`src/rtl/draw_back_anim_pkg.sv`:
```
// Shared constants for the animated background renderer: default geometry,
// colour codes, glyph select encodings, and the glyph ROM contents.
package draw_back_anim_pkg;

    localparam int LEFT         = 16;
    localparam int TOP          = 16;
    localparam int MAXX         = 512;
    localparam int MAXY         = 448;
    localparam int BORDER       = 72;
    localparam int TILE_LOG2    = 4;
    localparam int MSG_ROWS     = 18;
    localparam int BAND1_ROW    = 6;
    localparam int BAND2_ROW    = 12;
    localparam int SCROLL_STEP  = 8;
    localparam int HOLD_FRAMES  = 60;
    localparam int BLINK_FRAMES = 30;

    localparam int SUB_ROW_LO = 6;
    localparam int SUB_ROW_HI = 8;
    localparam int SUB_COL_LO = 5;

    localparam logic [3:0] BLANK_C  = 4'b0000;
    localparam logic [3:0] BORDER_C = 4'b1111;
    localparam logic [3:0] DEAD_A   = 4'b1011;
    localparam logic [3:0] DEAD_B   = 4'b1100;
    localparam logic [3:0] DEAD_C   = 4'b1010;
    localparam logic [3:0] INIT_A   = 4'b1110;
    localparam logic [3:0] INIT_B   = 4'b1100;
    localparam logic [3:0] WIN_C    = 4'b1101;

    localparam logic [1:0] SEL_INIT = 2'b00;
    localparam logic [1:0] SEL_DEAD = 2'b01;
    localparam logic [1:0] SEL_WIN  = 2'b11;

    typedef enum logic [1:0] {
        MODE_PLAY = 2'd0,
        MODE_INIT = 2'd1,
        MODE_DEAD = 2'd2,
        MODE_WIN  = 2'd3
    } mode_e;

    typedef enum logic [1:0] {
        ST_PLAY   = 2'd0,
        ST_SCROLL = 2'd1,
        ST_HOLD   = 2'd2,
        ST_BLINK  = 2'd3
    } state_e;

    // Glyph ROM: one bit per (message select, tile row, tile column).
    function automatic logic glyph_bit(input logic [1:0] sel,
                                       input logic [4:0] row,
                                       input logic [4:0] col);
        return (row[0] ^ col[0] ^ sel[0]) | (row[2] & col[1] & ~sel[1]);
    endfunction

endpackage

```
`src/rtl/draw_back_anim_ctrl.sv`:
```
// Message animation controller: mode latch, scroll/hold/blink sequencing,
// scroll offset, frame counter and blink phase. Advances only on frame_start.
module draw_back_anim_ctrl #(
    parameter int MSG_ROWS     = draw_back_anim_pkg::MSG_ROWS,
    parameter int TILE_LOG2    = draw_back_anim_pkg::TILE_LOG2,
    parameter int SCROLL_STEP  = draw_back_anim_pkg::SCROLL_STEP,
    parameter int HOLD_FRAMES  = draw_back_anim_pkg::HOLD_FRAMES,
    parameter int BLINK_FRAMES = draw_back_anim_pkg::BLINK_FRAMES,
    parameter int OFS_W        = 9
) (
    input  logic             clk,
    input  logic             rst_n,
    input  logic             frame_start_i,
    input  logic             dead_i,
    input  logic             init_i,
    input  logic             win_i,
    output logic [1:0]       mode_o,
    output logic [1:0]       state_o,
    output logic [OFS_W-1:0] offset_o,
    output logic             blink_on_o,
    output logic             anim_done_o
);
    import draw_back_anim_pkg::*;

    localparam int MSG_PIX  = MSG_ROWS << TILE_LOG2;
    localparam int FC_MAX   = (HOLD_FRAMES > BLINK_FRAMES) ? HOLD_FRAMES : BLINK_FRAMES;
    localparam int FC_W     = (FC_MAX > 2) ? $clog2(FC_MAX) : 1;
    localparam logic [OFS_W-1:0] OFS_START  = OFS_W'(MSG_PIX);
    localparam logic [OFS_W-1:0] OFS_STEP   = OFS_W'(SCROLL_STEP);
    localparam logic [OFS_W-1:0] OFS_ZERO   = OFS_W'(0);
    localparam logic [FC_W-1:0]  HOLD_LAST  = FC_W'(HOLD_FRAMES - 1);
    localparam logic [FC_W-1:0]  BLINK_LAST = FC_W'(BLINK_FRAMES - 1);
    localparam logic [FC_W-1:0]  FC_ZERO    = FC_W'(0);
    localparam logic [FC_W-1:0]  FC_ONE     = FC_W'(1);

    mode_e            mode_q, mode_d, mode_req_s;
    state_e           state_q, state_d;
    logic [OFS_W-1:0] offset_q, offset_d;
    logic [FC_W-1:0]  frame_cnt_q, frame_cnt_d;
    logic             blink_on_q, blink_on_d;
    logic             anim_done_q;

    // Request priority: dead > win > init > play.
    always_comb begin
        mode_req_s = MODE_PLAY;
        if (dead_i) begin
            mode_req_s = MODE_DEAD;
        end else if (win_i) begin
            mode_req_s = MODE_WIN;
        end else if (init_i) begin
            mode_req_s = MODE_INIT;
        end else begin
            mode_req_s = MODE_PLAY;
        end
    end

    // Next-state logic; a mode change preempts the normal sequencing.
    always_comb begin
        mode_d      = mode_q;
        state_d     = state_q;
        offset_d    = offset_q;
        frame_cnt_d = frame_cnt_q;
        blink_on_d  = blink_on_q;
        if (frame_start_i) begin
            if (mode_req_s != mode_q) begin
                mode_d = mode_req_s;
                if (mode_req_s == MODE_PLAY) begin
                    state_d  = ST_PLAY;
                    offset_d = OFS_ZERO;
                end else begin
                    state_d     = ST_SCROLL;
                    offset_d    = OFS_START;
                    frame_cnt_d = FC_ZERO;
                    blink_on_d  = 1'b1;
                end
            end else begin
                case (state_q)
                    ST_SCROLL: begin
                        if (offset_q > OFS_STEP) begin
                            offset_d = offset_q - OFS_STEP;
                        end else begin
                            offset_d    = OFS_ZERO;
                            state_d     = ST_HOLD;
                            frame_cnt_d = FC_ZERO;
                        end
                    end
                    ST_HOLD: begin
                        if (frame_cnt_q == HOLD_LAST) begin
                            state_d     = ST_BLINK;
                            frame_cnt_d = FC_ZERO;
                        end else begin
                            frame_cnt_d = frame_cnt_q + FC_ONE;
                        end
                    end
                    ST_BLINK: begin
                        if (frame_cnt_q == BLINK_LAST) begin
                            blink_on_d  = ~blink_on_q;
                            frame_cnt_d = FC_ZERO;
                        end else begin
                            frame_cnt_d = frame_cnt_q + FC_ONE;
                        end
                    end
                    default: begin
                        state_d = state_q;
                    end
                endcase
            end
        end else begin
            state_d = state_q;
        end
    end

    // State registers; anim_done is registered alongside the state it reflects.
    always_ff @(posedge clk or negedge rst_n) begin
        if (!rst_n) begin
            mode_q      <= MODE_PLAY;
            state_q     <= ST_PLAY;
            offset_q    <= OFS_ZERO;
            frame_cnt_q <= FC_ZERO;
            blink_on_q  <= 1'b1;
            anim_done_q <= 1'b0;
        end else begin
            mode_q      <= mode_d;
            state_q     <= state_d;
            offset_q    <= offset_d;
            frame_cnt_q <= frame_cnt_d;
            blink_on_q  <= blink_on_d;
            anim_done_q <= (state_d == ST_HOLD) || (state_d == ST_BLINK);
        end
    end

    assign mode_o      = mode_q;
    assign state_o     = state_q;
    assign offset_o    = offset_q;
    assign blink_on_o  = blink_on_q;
    assign anim_done_o = anim_done_q;

endmodule

```
`src/rtl/draw_back_anim.sv`:
```
// Animated background renderer: border plus a scrolling, blinking tiled
// message inside the playfield. Output is registered, one clock after the counters.
module draw_back_anim #(
    parameter int LEFT         = draw_back_anim_pkg::LEFT,
    parameter int TOP          = draw_back_anim_pkg::TOP,
    parameter int MAXX         = draw_back_anim_pkg::MAXX,
    parameter int MAXY         = draw_back_anim_pkg::MAXY,
    parameter int BORDER       = draw_back_anim_pkg::BORDER,
    parameter int TILE_LOG2    = draw_back_anim_pkg::TILE_LOG2,
    parameter int MSG_ROWS     = draw_back_anim_pkg::MSG_ROWS,
    parameter int BAND1_ROW    = draw_back_anim_pkg::BAND1_ROW,
    parameter int BAND2_ROW    = draw_back_anim_pkg::BAND2_ROW,
    parameter int SCROLL_STEP  = draw_back_anim_pkg::SCROLL_STEP,
    parameter int HOLD_FRAMES  = draw_back_anim_pkg::HOLD_FRAMES,
    parameter int BLINK_FRAMES = draw_back_anim_pkg::BLINK_FRAMES
) (
    input  logic        clk,
    input  logic        rst_n,
    input  logic [10:0] vcounter,
    input  logic [11:0] hcounter,
    input  logic        frame_start,
    input  logic        dead,
    input  logic        init,
    input  logic        win,
    output logic [3:0]  out,
    output logic        anim_done
);
    import draw_back_anim_pkg::*;

    localparam int MSG_PIX = MSG_ROWS << TILE_LOG2;
    localparam int OFS_W   = $clog2(MSG_PIX + 1);
    localparam int CW      = 14;

    localparam logic [CW-1:0] P_TOP      = CW'(TOP);
    localparam logic [CW-1:0] P_LEFT     = CW'(LEFT);
    localparam logic [CW-1:0] P_BORDER   = CW'(BORDER);
    localparam logic [CW-1:0] P_VEND     = CW'(TOP + MAXY);
    localparam logic [CW-1:0] P_HEND     = CW'(LEFT + MAXX);
    localparam logic [CW-1:0] P_MSG_END  = CW'(TOP + MSG_PIX);
    localparam logic [CW-1:0] P_VBRD_END = CW'(TOP + MAXY + BORDER);
    localparam logic [CW-1:0] P_HBRD_END = CW'(LEFT + MAXX + BORDER);
    localparam logic [4:0]    R_BAND1    = 5'(BAND1_ROW);
    localparam logic [4:0]    R_BAND2    = 5'(BAND2_ROW);
    localparam logic [4:0]    R_SUB_LO   = 5'(SUB_ROW_LO);
    localparam logic [4:0]    R_SUB_HI   = 5'(SUB_ROW_HI);
    localparam logic [4:0]    C_SUB_LO   = 5'(SUB_COL_LO);
    localparam logic [4:0]    C_SUB_HI   = 5'((MAXX >> TILE_LOG2) - 6);

    logic [1:0]       mode_s;
    logic [1:0]       state_s;
    logic [OFS_W-1:0] offset_s;
    logic             blink_on_s;
    logic             anim_done_s;

    logic [CW-1:0] v_s, h_s, ofs_s, sv_s, hx_s;
    logic          in_v_s, in_h_s, near_v_s, near_h_s, in_msg_s, sv_ok_s;
    logic [4:0]    tile_row_s, tile_col_s;
    logic [1:0]    sel_s;
    logic          glyph_s, lit_s;
    logic [3:0]    colour_s, pix_d;
    logic [3:0]    out_q;

    draw_back_anim_ctrl #(
        .MSG_ROWS     (MSG_ROWS),
        .TILE_LOG2    (TILE_LOG2),
        .SCROLL_STEP  (SCROLL_STEP),
        .HOLD_FRAMES  (HOLD_FRAMES),
        .BLINK_FRAMES (BLINK_FRAMES),
        .OFS_W        (OFS_W)
    ) u_ctrl (
        .clk           (clk),
        .rst_n         (rst_n),
        .frame_start_i (frame_start),
        .dead_i        (dead),
        .init_i        (init),
        .win_i         (win),
        .mode_o        (mode_s),
        .state_o       (state_s),
        .offset_o      (offset_s),
        .blink_on_o    (blink_on_s),
        .anim_done_o   (anim_done_s)
    );

    // Region decode on widened counters so that +BORDER never wraps.
    always_comb begin
        v_s      = {3'b000, vcounter};
        h_s      = {2'b00, hcounter};
        ofs_s    = {{(CW - OFS_W){1'b0}}, offset_s};
        in_v_s   = (v_s >= P_TOP) && (v_s < P_VEND);
        in_h_s   = (h_s >= P_LEFT) && (h_s < P_HEND);
        near_v_s = ((v_s + P_BORDER) >= P_TOP) && (v_s < P_VBRD_END);
        near_h_s = ((h_s + P_BORDER) >= P_LEFT) && (h_s < P_HBRD_END);
        in_msg_s = (v_s >= P_TOP) && (v_s < P_MSG_END) && in_h_s;
        sv_ok_s  = v_s >= (P_TOP + ofs_s);
        sv_s     = v_s - P_TOP - ofs_s;
        hx_s     = h_s - P_LEFT;
        tile_row_s = 5'(sv_s >> TILE_LOG2);
        tile_col_s = 5'(hx_s >> TILE_LOG2);
    end

    // Glyph lookup and message colouring for the current mode.
    always_comb begin
        case (mode_s)
            MODE_DEAD: sel_s = SEL_DEAD;
            MODE_WIN:  sel_s = SEL_WIN;
            default:   sel_s = SEL_INIT;
        endcase
        glyph_s = glyph_bit(sel_s, tile_row_s, tile_col_s);
        lit_s   = glyph_s && (mode_s != MODE_PLAY) && in_msg_s && sv_ok_s &&
                  ((state_s != ST_BLINK) || blink_on_s);
        case (mode_s)
            MODE_DEAD: begin
                if (tile_row_s < R_BAND1) begin
                    colour_s = DEAD_A;
                end else if (tile_row_s < R_BAND2) begin
                    colour_s = DEAD_B;
                end else begin
                    colour_s = DEAD_C;
                end
            end
            MODE_INIT: begin
                if ((tile_row_s >= R_SUB_LO) && (tile_row_s <= R_SUB_HI) &&
                    (tile_col_s >= C_SUB_LO) && (tile_col_s <= C_SUB_HI)) begin
                    colour_s = INIT_B;
                end else if (tile_row_s < R_BAND2) begin
                    colour_s = INIT_A;
                end else begin
                    colour_s = INIT_B;
                end
            end
            MODE_WIN: colour_s = WIN_C;
            default:  colour_s = BLANK_C;
        endcase
    end

    // Final pixel select; border corners outside both spans stay blank.
    always_comb begin
        pix_d = BLANK_C;
        if (in_v_s && in_h_s) begin
            if (lit_s) begin
                pix_d = colour_s;
            end else begin
                pix_d = BLANK_C;
            end
        end else if ((in_v_s && near_h_s) || (in_h_s && near_v_s)) begin
            pix_d = BORDER_C;
        end else begin
            pix_d = BLANK_C;
        end
    end

    // Output register.
    always_ff @(posedge clk or negedge rst_n) begin
        if (!rst_n) begin
            out_q <= BLANK_C;
        end else begin
            out_q <= pix_d;
        end
    end

    assign out       = out_q;
    assign anim_done = anim_done_s;

endmodule

```
`config.mk`:
```
export PLATFORM = sky130hd
export DESIGN_NAME = draw_back_anim
export DESIGN_NICKNAME = d
export VERILOG_FILES = /design/src/rtl/draw_back_anim_pkg.sv /design/src/rtl/draw_back_anim_ctrl.sv /design/src/rtl/draw_back_anim.sv
export SDC_FILE = /design/constraint.sdc
export NUM_CORES = 1
export LEC_CHECK = 0
export CORE_MARGIN = 2
export CORE_UTILIZATION = 35
export CTS_CLUSTER_DIAMETER = 120
export DETAILED_ROUTE_END_ITERATION = 6
export PLACE_DENSITY = 0.56
export SYNTH_ARGS = -nofsm -noshare
export SYNTH_HDL_FRONTEND = slang
export SYNTH_HIERARCHICAL = 1
export SYNTH_SLANG_ARGS = --single-unit
```
`constraint.sdc`:
```
create_clock -name clk -period 2.75 [get_ports clk]
set_clock_uncertainty 0.2 [all_clocks]
set_input_delay 0.4125 -clock clk [delete_from_list [all_inputs] [get_ports clk]]
set_output_delay 0.4125 -clock clk [all_outputs]
set_load 0.1 [all_outputs]
```
==> results of run 1 <==
[sequential cells by signal, indices dropped and copies added, names as in the netlist]
name	flops
out	4
u_ctrl/anim_done_o	1
u_ctrl/blink_on_o	1
u_ctrl/frame_cnt_q	6
u_ctrl/mode_o	2
u_ctrl/offset_o	6
u_ctrl/state_o	2
[cell families (layout without fill, tap and decap cells)]
| logic type | after synthesis | in the layout | share of synthesized area, % |
|---|---|---|---|
| other | 1 | 3 | 0.1395 |
| adders and majority gates | 36 | 36 | 17.31 |
| buffers and inverters | 52 | 144 | 8.329 |
| muxes | 3 | 3 | 1.210 |
| DFF | 22 | 22 | 20.52 |
| and+or+nand+nor | 96 | 96 | 19.73 |
| AOI/OAI and AO/OA | 102 | 102 | 28.20 |
| xor gates and xnor gates | 14 | 14 | 4.560 |
[layout by cell type (no fill, tap or decap), types with 5 or more instances in the layout]
cell,count
o21ai_0,20
o31ai_1,5
nor3_1,13
nor4_1,5
nand3_1,11
dfrtp_1,20
clkdlybuf4s50_1,23
and3_1,6
nor2_1,17
nor2b_1,5
ha_4,7
ha_1,27
buf_4,69
inv_1,37
inv_2,5
nand2_1,12
a21oi_1,16
xnor2_1,11
a21o_1,6
[metrics by stage]
stage | cells | utilization (%) | power [mW]
final | 519 | 51.65 | 2.304
after CTS | 515 | 50.93 | 2.248
after detailed placement | 506 | 47.81 | 1.780
after global placement | 506 | 47.81 | 1.773
after global routing | 519 | 51.65 | 2.511
after floorplan | 328 | - | 1.276
[worst max-delay path by stage]
stage / to / cells past startpoint
6_report: out[0] / 12
3_5_place_dp: out[0] / 11
5_1_grt: out[0] / 12
4_1_cts: out[0] / 11
3_3_place_gp: out[0] / 11
2_1_floorplan: out[0] / 10
[worst register-to-register path: cells and delay by family, from the launching register on]
family	cells	cell delay, ns
AOI/OAI and AO/OA	5	0.80
adders and majority gates	2	0.64
buffers and inverters	3	0.35
DFF	1	0.37
and+or+nand+nor	2	0.37
[repair_timing]
item / 4_1_cts / 5_1_grt
setup endpoints to repair: 4 / 4
gates resized for setup: 28 / 8
hold endpoints to repair: 0 / 0
pin swaps: 17 / 14
buffers inserted: 5 / 4
[layer usage]
| layer | part of all wire, % | up-vias | routed length [microns] | GRT usage (%) |
|---|---|---|---|---|
| li1 | - | 1391 | - | - |
| met1 | 50 | 1262 | 3465 | 25.36 |
| met2 | 46 | 54 | 3147 | 27.21 |
| met3 | 4.0 | 0 | 279 | 2.712 |
| met4 | 0 | 0 | 0 | 3.030 |
| met5 | 0 | - | 0 | 0 |
[where the power goes]
| group | internal (mW) | switching [mW] |
|---|---|---|
| clock | 0.195 | 0.109 |
| sequential | 0.361 | 0.0466 |
| combinational | 0.804 | 0.789 |
| total | 1.36 | 0.944 |
[final cells by class]
| cell class | instances | area (sq um) | area share, % |
|---|---|---|---|
| multi-input combinational | 254 | 2069 | 54.66 |
| timing repair buffer | 98 | 810.8 | 21.41 |
| clock buffer | 3 | 41.29 | 1.091 |
| inverter | 42 | 157.7 | 4.164 |
| clock inverter | 1 | 30.03 | 0.7931 |
| sequential | 22 | 553.0 | 14.61 |
| tap | 99 | 123.9 | 3.272 |
==> results.yml, run 1 <==
outcome:
  outcome: "finished, violations left"
  violations: "setup timing"
global_routing:
  grt_max_degree: 23
  grt_overflow: 0
  grt_pass1_wl_microns: 12230
  grt_pass1_vias: 2621
  grtUsageTotal_pct: 17.33
  antenna_found_initial: 0
yosys:
  yosys-top-cells-count: "42 x inv_1, 34 x ha_1, 21 x dfrtp_1"
  yosys_warnings: 6
  ys_seq_elements: 22
  synthTopCellsByArea: "dfrtp_1 20%, ha_1 16%, inv_1 5.9%"
  syn_area_sq_um: 2689
  synth_top_area_share_pct: 19.54
  seq_area_frac_synth_pct: 20.52
  async_flop_share_pct: 100.0
  synth-edff-count: 0
  synth_area_leader_cell: "dfrtp_1"
  synth_flop_cell: "dfrtp_1"
  ys_types: 69
  avgSynthCellArea_sq_um: 8.248
  netlist_instances: 326
  synth_most_common_cell: "inv_1"
power:
  peakVddDrop_uv: 240.3
  leakagePower_nw: 1.713
  power-per-cell-area_nw_per_um2: 608.4
worst_setup_path:
  critPathMaxStageDelay_ns: 0.31
  critPathArrivalTime_ns: 2.82
  path_cells: "clkdlybuf4s15_1, buf_4, ha_1, ha_1, nor3_4, a2111oi_4, buf_4, o21a_1, or2_4, a211oi_2, o221ai_2, o31ai_2"
  slowest_stage: "nor3_4"
  rr_worst_depth: 12
  rr_endpoint: "out[0]"
  path_buf_inv: 3
  r2r_slack_ns: -0.08
  critPathLaunch: "vcounter[2]"
  cp-start-kind: "input pin"
  crit_required_ns: 2.73
  r2r_start: "u_ctrl/offset_o[3]"
  crit_path_end_kind: "flip-flop"
  critPathTopFamily: "compound AO/OA/AOI/OAI gates"
  crit_type: "in2reg"
  worstPathMaxFanout: 4
finish:
  drive_gt1_share_pct: 26.19
  area_growth_pct: 40.81
  insertedDiodeCount: 0
  nNetsFinal: 486
  fillers: 682
  finalInstanceArea_sq_um: 3786
timing:
  maxSlewViolCount: 0
  worst_slack_ns: -0.08244
  rsz0062_at_grt: "yes"
  period_needed_ns: 2.832
  fmaxAchievable_mhz: 353.1
  setup-violations-final: 4
  fin_tns_setup_ns: -0.2661
  hold_violations: 0
  fin_crit_sh_pct: 103.0
  hold_slack_ns: 0.2946
drt:
  dr.pass1.iters: 4
  num_vias: 2707
  drc: 0
  wl_microns: 6892
  via_per_inst: 5.216
  ant_nets: 0
  drtIter0Drc: 120
  wire_per_inst_microns: 13.28
placement:
  gp_congestion: 0.8496
  pre_cts_ws_ns: -0.8699
  port_buffers: 33
  place_area_sq_um: 3505
  dpl.hpwl_microns: 5497
die:
  design.core.area_sq_um: 7331
  dieWidth_microns: 91.65
  num_rows: 31
  floorplan.initialDensity_pct: 36.68
  die_y_microns: 91.65
  io_pins: 34
  die_area_sq_um: 8400
clocking:
  clock_path_buffers: 2
  cts_tree: "done"
  cts-root-buf: "clkbuf_8"
  clock_latency_ns: 0.27
  ctsHtreeMaxLevel: 1
  clkTransAtPathRegs_ns: 0.08
  numCtsBuffers: 3
  cts_sinks: 22
  hold_buffers: 0
hold_path:
  hp-class: "in2async"
run:
  maxCapViolCount: 0
Note: power is estimated with default switching activity, not from simulation.
==> run 2: changes to the inputs <==
--- a/config.mk
+++ b/config.mk
@@ -10,6 +10,7 @@
 export CTS_CLUSTER_DIAMETER = 120
 export DETAILED_ROUTE_END_ITERATION = 6
 export PLACE_DENSITY = 0.56
+export RECOVER_POWER = 100
 export SYNTH_ARGS = -nofsm -noshare
 export SYNTH_HDL_FRONTEND = slang
 export SYNTH_HIERARCHICAL = 1
==> results.yml, run 2 (synthesis results as in run 1) <==
outcome:
  outcome: "finished, violations left"
  violations: "setup timing"
timing:
  timing.slew.headroom_pct: 18.19
  hold_slack_ns: 0.3392
  maxSlewViolCount: 0
  period_needed_ns: 2.833
  tightest_slew_ns: 1.227
  worst_slack_ns: -0.08276
  fmaxAchievable_mhz: 353.0
  fin_tns_setup_ns: -0.2702
  setup-violations-final: 4
  hold_violations: 0
  rsz0062_at_grt: "yes"
  fin_crit_sh_pct: 103.0
global_routing:
  grtUsageTotal_pct: 17.33
  grt_pass1_vias: 2621
  grt_overflow: 0
  grt_max_degree: 23
  grt_pass1_wl_microns: 12230
  antenna_found_initial: 0
clocking:
  cts-root-buf: "clkbuf_8"
  hold_buffers: 0
  cts_sinks: 22
  cts_tree: "done"
  clkTransAtPathRegs_ns: 0.08
  clock_path_buffers: 2
  ctsHtreeMaxLevel: 1
  numCtsBuffers: 3
  clock_latency_ns: 0.27
placement:
  place_area_sq_um: 3505
  dpl.hpwl_microns: 5497
  gp_congestion: 0.8496
  port_buffers: 33
drt:
  num_vias: 2698
  wire_per_inst_microns: 13.27
  ant_nets: 0
  via_per_inst: 5.198
  wl_microns: 6885
  drc: 0
  dr.pass1.iters: 4
  drtIter0Drc: 117
run:
  maxCapViolCount: 0
power:
  pwr-share-clk_pct: 13.2
  combPwrFrac_pct: 69.0
  p_total_mw: 2.288
  peakVddDrop_uv: 238.9
  p_int_mw: 1.349
  p_seq_share_pct: 17.8
  power-per-cell-area_nw_per_um2: 609.9
  p_sw_mw: 0.9394
  netSwitchingFraction_pct: 41.05
  leakagePower_nw: 1.681
die:
  floorplan.initialDensity_pct: 36.68
  dieWidth_microns: 91.65
  die_area_sq_um: 8400
  num_rows: 31
  die_y_microns: 91.65
  design.core.area_sq_um: 7331
  io_pins: 34
finish:
  drive_gt1_share_pct: 24.05
  final_cell_mix: "61 x buf_4, 37 x inv_1, 27 x ha_1"
  finalInstanceArea_sq_um: 3752
  regArea_sq_um: 553.0
  area_growth_pct: 39.55
  insertedDiodeCount: 0
  nNetsFinal: 486
  fillers: 691
  multiInputGateArea_sq_um: 2066
  final_common_cell: "buf_4"
worst_setup_path:
  critPathArrivalTime_ns: 2.82
  crit_required_ns: 2.73
  rr_worst_depth: 12
  critPathLaunch: "vcounter[2]"
  r2r_slack_ns: -0.08
  crit_path_end_kind: "flip-flop"
  crit_type: "in2reg"
  crit_end: "out[0]"
  cp-start-kind: "input pin"
  worstPathMaxFanout: 4
  rr_endpoint: "out[0]"
  r2r_start: "u_ctrl/offset_o[3]"
hold_path:
  hp-start: "u_ctrl/blink_on_o"
  hp-class: "reg2reg"
==> run 2: cell types whose count changed in the layout (fill, tap and decap cells not counted) <==
cell	delta
a21oi_2	-1
or2_1	-1
clkdlybuf4s50_1	-2
a21oi_1	+1
or2_0	+1
buf_4	-8
dlygate4sd3_1	+2
clkbuf_1	+8
==> run 2: cell type report <==
type	count	share of cell area (%)
repair buffers	98	20.81
clock buffers	3	1.100
clock inverters	1	0.8003
multi-input cells	254	55.05
well taps	99	3.301
inverters	42	4.201
flip-flops and latches	22	14.74
==> run 2: worst min-delay path by stage <==
stage | to | cells past startpoint
floorplan | out[0] | 0
global placement | u_ctrl/blink_on_o | 2
detailed placement | u_ctrl/blink_on_o | 1
CTS | u_ctrl/mode_o[0] | 2
global route | u_ctrl/blink_on_o | 1
finish | u_ctrl/blink_on_o | 2
==> run 2: worst max-delay path, cell delays in order <==
cell	delay (ns)
clkdlybuf4s15_1	0.19
buf_4	0.11
ha_1	0.24
ha_1	0.26
nor3_4	0.31
a2111oi_4	0.12
buf_4	0.15
o21a_1	0.18
or2_4	0.26
a211oi_2	0.22
o221ai_2	0.17
o31ai_2	0.19
==> run 2: power by group through the flow <==
| stage | registers, mW | logic [mW] | clock network (mW) |
|---|---|---|---|
| 2_1_floorplan | 0.451 | 0.825 | 0 |
| 3_3_place_gp | 0.416 | 1.36 | 0 |
| 3_5_place_dp | 0.417 | 1.36 | 0 |
| 4_1_cts | 0.411 | 1.52 | 0.315 |
| 5_1_grt | 0.415 | 1.76 | 0.327 |
| 6_report | 0.407 | 1.58 | 0.303 |
==> run 2: routing by layer <==
| layer | share of wire, % | wire length, microns | GRT usage [%] |
|---|---|---|---|
| met3 | 4.6 | 320 | 2.712 |
| met5 | 0 | 0 | 0 |
| met4 | 0.087 | 6 | 3.030 |
| met1 | 50 | 3409 | 25.36 |
| met2 | 46 | 3147 | 27.21 |
==> run 2: what timing repair did <==
action / CTS / global route
pin swaps: 17 / 14
setup buffers: 5 / 4
gates resized for setup: 28 / 8
endpoints found under the hold margin: 0 / 0
endpoints found under the setup margin: 4 / 4
==> run 2: metrics by stage <==
stage | std cells | utilization [%] | worst slack, ns
floorplan | 328 | - | -0.1850
global placement | 506 | 47.81 | -0.8156
detailed placement | 506 | 47.81 | -0.8699
CTS | 515 | 50.93 | -0.1054
global route | 519 | 51.19 | -0.2164
finish | 519 | 51.19 | -0.08276
==> run 3: changes to the inputs <==
--- a/config.mk
+++ b/config.mk
@@ -6,10 +6,10 @@
 export NUM_CORES = 1
 export LEC_CHECK = 0
 export CORE_MARGIN = 2
-export CORE_UTILIZATION = 35
+export CORE_UTILIZATION = 50
 export CTS_CLUSTER_DIAMETER = 120
 export DETAILED_ROUTE_END_ITERATION = 6
-export PLACE_DENSITY = 0.56
+export PLACE_DENSITY = 0.75
 export RECOVER_POWER = 100
 export SYNTH_ARGS = -nofsm -noshare
 export SYNTH_HDL_FRONTEND = slang
==> results.yml, run 3 (synthesis results as in run 1) <==
worst_setup_path:
  crit_required_ns: 2.69
  critPathMaxStageDelay_ns: 0.45
  critPathTopFamily: "compound AO/OA/AOI/OAI gates"
  worstPathMaxFanout: 2
  cp-start-kind: "input pin"
  path_cells: "buf_6, ha_4, inv_2, fa_1, or3b_4, a2111oi_4, nor3_1, or2_1, buf_4, o2111a_1, a32oi_1, o21ai_1"
  slowest_stage: "or3b_4"
  crit_path_end_kind: "flip-flop"
  path_buf_inv: 3
  crit_type: "in2reg"
  critPathArrivalTime_ns: 2.90
power:
  p_sw_mw: 0.9471
  combPwrFrac_pct: 68.0
  leakagePower_nw: 1.649
  power-per-cell-area_nw_per_um2: 609.5
  peakVddDrop_uv: 413.0
  p_total_mw: 2.229
  p_seq_share_pct: 18.2
  p_int_mw: 1.282
  netSwitchingFraction_pct: 42.49
  pwr-share-clk_pct: 13.8
timing:
  rsz0062_at_grt: "yes"
  maxSlewViolCount: 0
  hold_violations: 0
  fin_crit_sh_pct: 107.7
  period_needed_ns: 2.962
  fmaxAchievable_mhz: 337.6
  timing.slew.headroom_pct: 16.68
  setup-violations-final: 4
  worst_slack_ns: -0.2123
  tightest_slew_ns: 1.250
global_routing:
  grt_pass1_wl_microns: 11800
  busiest_layer: "met2"
  use_met2_pct: 42.61
  grt_max_degree: 23
  globalRouteMet1Util_pct: 29.65
  grt_pass1_vias: 2663
  grtUsageMet3_pct: 3.140
  grtUsageTotal_pct: 23.87
  antenna_found_initial: 0
  grt_overflow: 0
hold_path:
  hp-class: "reg2reg"
die:
  dieWidth_microns: 77.33
  die_area_sq_um: 5980
  floorplan.initialDensity_pct: 52.31
  io_pins: 34
  die_y_microns: 77.33
  num_rows: 26
  design.core.area_sq_um: 5140
finish:
  regArea_sq_um: 551.8
  stdcell_count: 487
  final_common_cell: "buf_4"
  fillers: 449
  area_growth_pct: 36.02
  nNetsFinal: 483
  drive_gt1_share_pct: 22.06
  insertedDiodeCount: 0
  multiInputGateArea_sq_um: 2037
  final_cell_mix: "59 x buf_4, 38 x inv_1, 28 x ha_1"
clocking:
  clkTransAtPathRegs_ns: 0.08
  hold_buffers: 0
  cts_sinks: 22
  cts-root-buf: "clkbuf_8"
  ctsHtreeMaxLevel: 1
  clock_latency_ns: 0.26
  numCtsBuffers: 3
  clock_path_buffers: 2
  cts_tree: "done"
drt:
  drc: 0
  drtIter0Drc: 123
  wl_microns: 7119
  wire_per_inst_microns: 14.62
  num_vias: 2775
  ant_nets: 0
  dr.pass1.iters: 4
  via_per_inst: 5.698
outcome:
  violations: "setup timing"
  outcome: "finished, violations left"
placement:
  gp_congestion: 0.9397
  dp.cells: 470
  port_buffers: 33
  dpl.hpwl_microns: 5283
run:
  maxCapViolCount: 0
## run 3: per-layer routing
layer / vias to the layer above / wire length (microns)
met1: 1299 / 3146
met2: 72 / 3528
met4: 0 / 160
li1: 1388 / -
met3: 16 / 283
met5: - / 0
## run 3: cell type report
| class | count | share of cell area (%) |
|---|---|---|
| repair buffers | 95 | 20.56 |
| well taps | 70 | 2.395 |
| flip-flops and latches | 22 | 15.09 |
| inverters | 42 | 4.311 |
| clock buffers | 3 | 1.129 |
| clock inverters | 1 | 0.8211 |
| multi-input cells | 254 | 55.70 |
## run 3: worst paths after layout
check	slack, ns	depth (start not counted)	from	to
worst min-delay path	0.34	2	u_ctrl/blink_on_o	u_ctrl/blink_on_o
worst max register to register	-0.16	12	u_ctrl/offset_o[3]	out[1]
max in group asynchronous	0.88	2	rst_n	u_ctrl/frame_cnt_q[0]
min in group asynchronous	0.73	2	rst_n	u_ctrl/mode_o[0]
worst min register to register	0.34	2	u_ctrl/blink_on_o	u_ctrl/blink_on_o
worst max-delay path	-0.21	12	vcounter[1]	out[1]
## run 3: worst min-delay path, cell delays in order, from the launching register on
cell and delay [ns]:
dfstp_2 0.38, a21oi_1 0.11, a21oi_1 0.05
## run 3: what timing repair did
item	in CTS	in global routing
setup endpoints to repair	4	4
pin swaps	19	4
gates cloned	0	0
gates resized for setup	24	3
buffers inserted	12	3
## run 3: power groups by stage
stage	clock (mW)	combinational [mW]	sequential, mW
after floorplan	0	0.825	0.451
after global placement	0	1.32	0.408
after detailed placement	0	1.35	0.411
after CTS	0.315	1.46	0.406
after global routing	0.327	1.66	0.411
final	0.307	1.52	0.406
## run 3: stage by stage
stage | setup TNS (ns) | hold WS [ns] | util [%] | cell area [sq um] | setup WS [ns]
after detailed placement | -3.412 | 0.3174 | 66.46 | 3416 | -0.8721
after global routing | -1.391 | 0.3717 | 71.15 | 3657 | -0.3018
after floorplan | -0.5122 | -0.08309 | - | 2709 | -0.1850
after CTS | -0.4200 | 0.3134 | 71.11 | 3655 | -0.1181
final | -0.6940 | 0.3370 | 71.15 | 3657 | -0.2123
after global placement | -3.062 | 0.3264 | 66.46 | 3416 | -0.7767
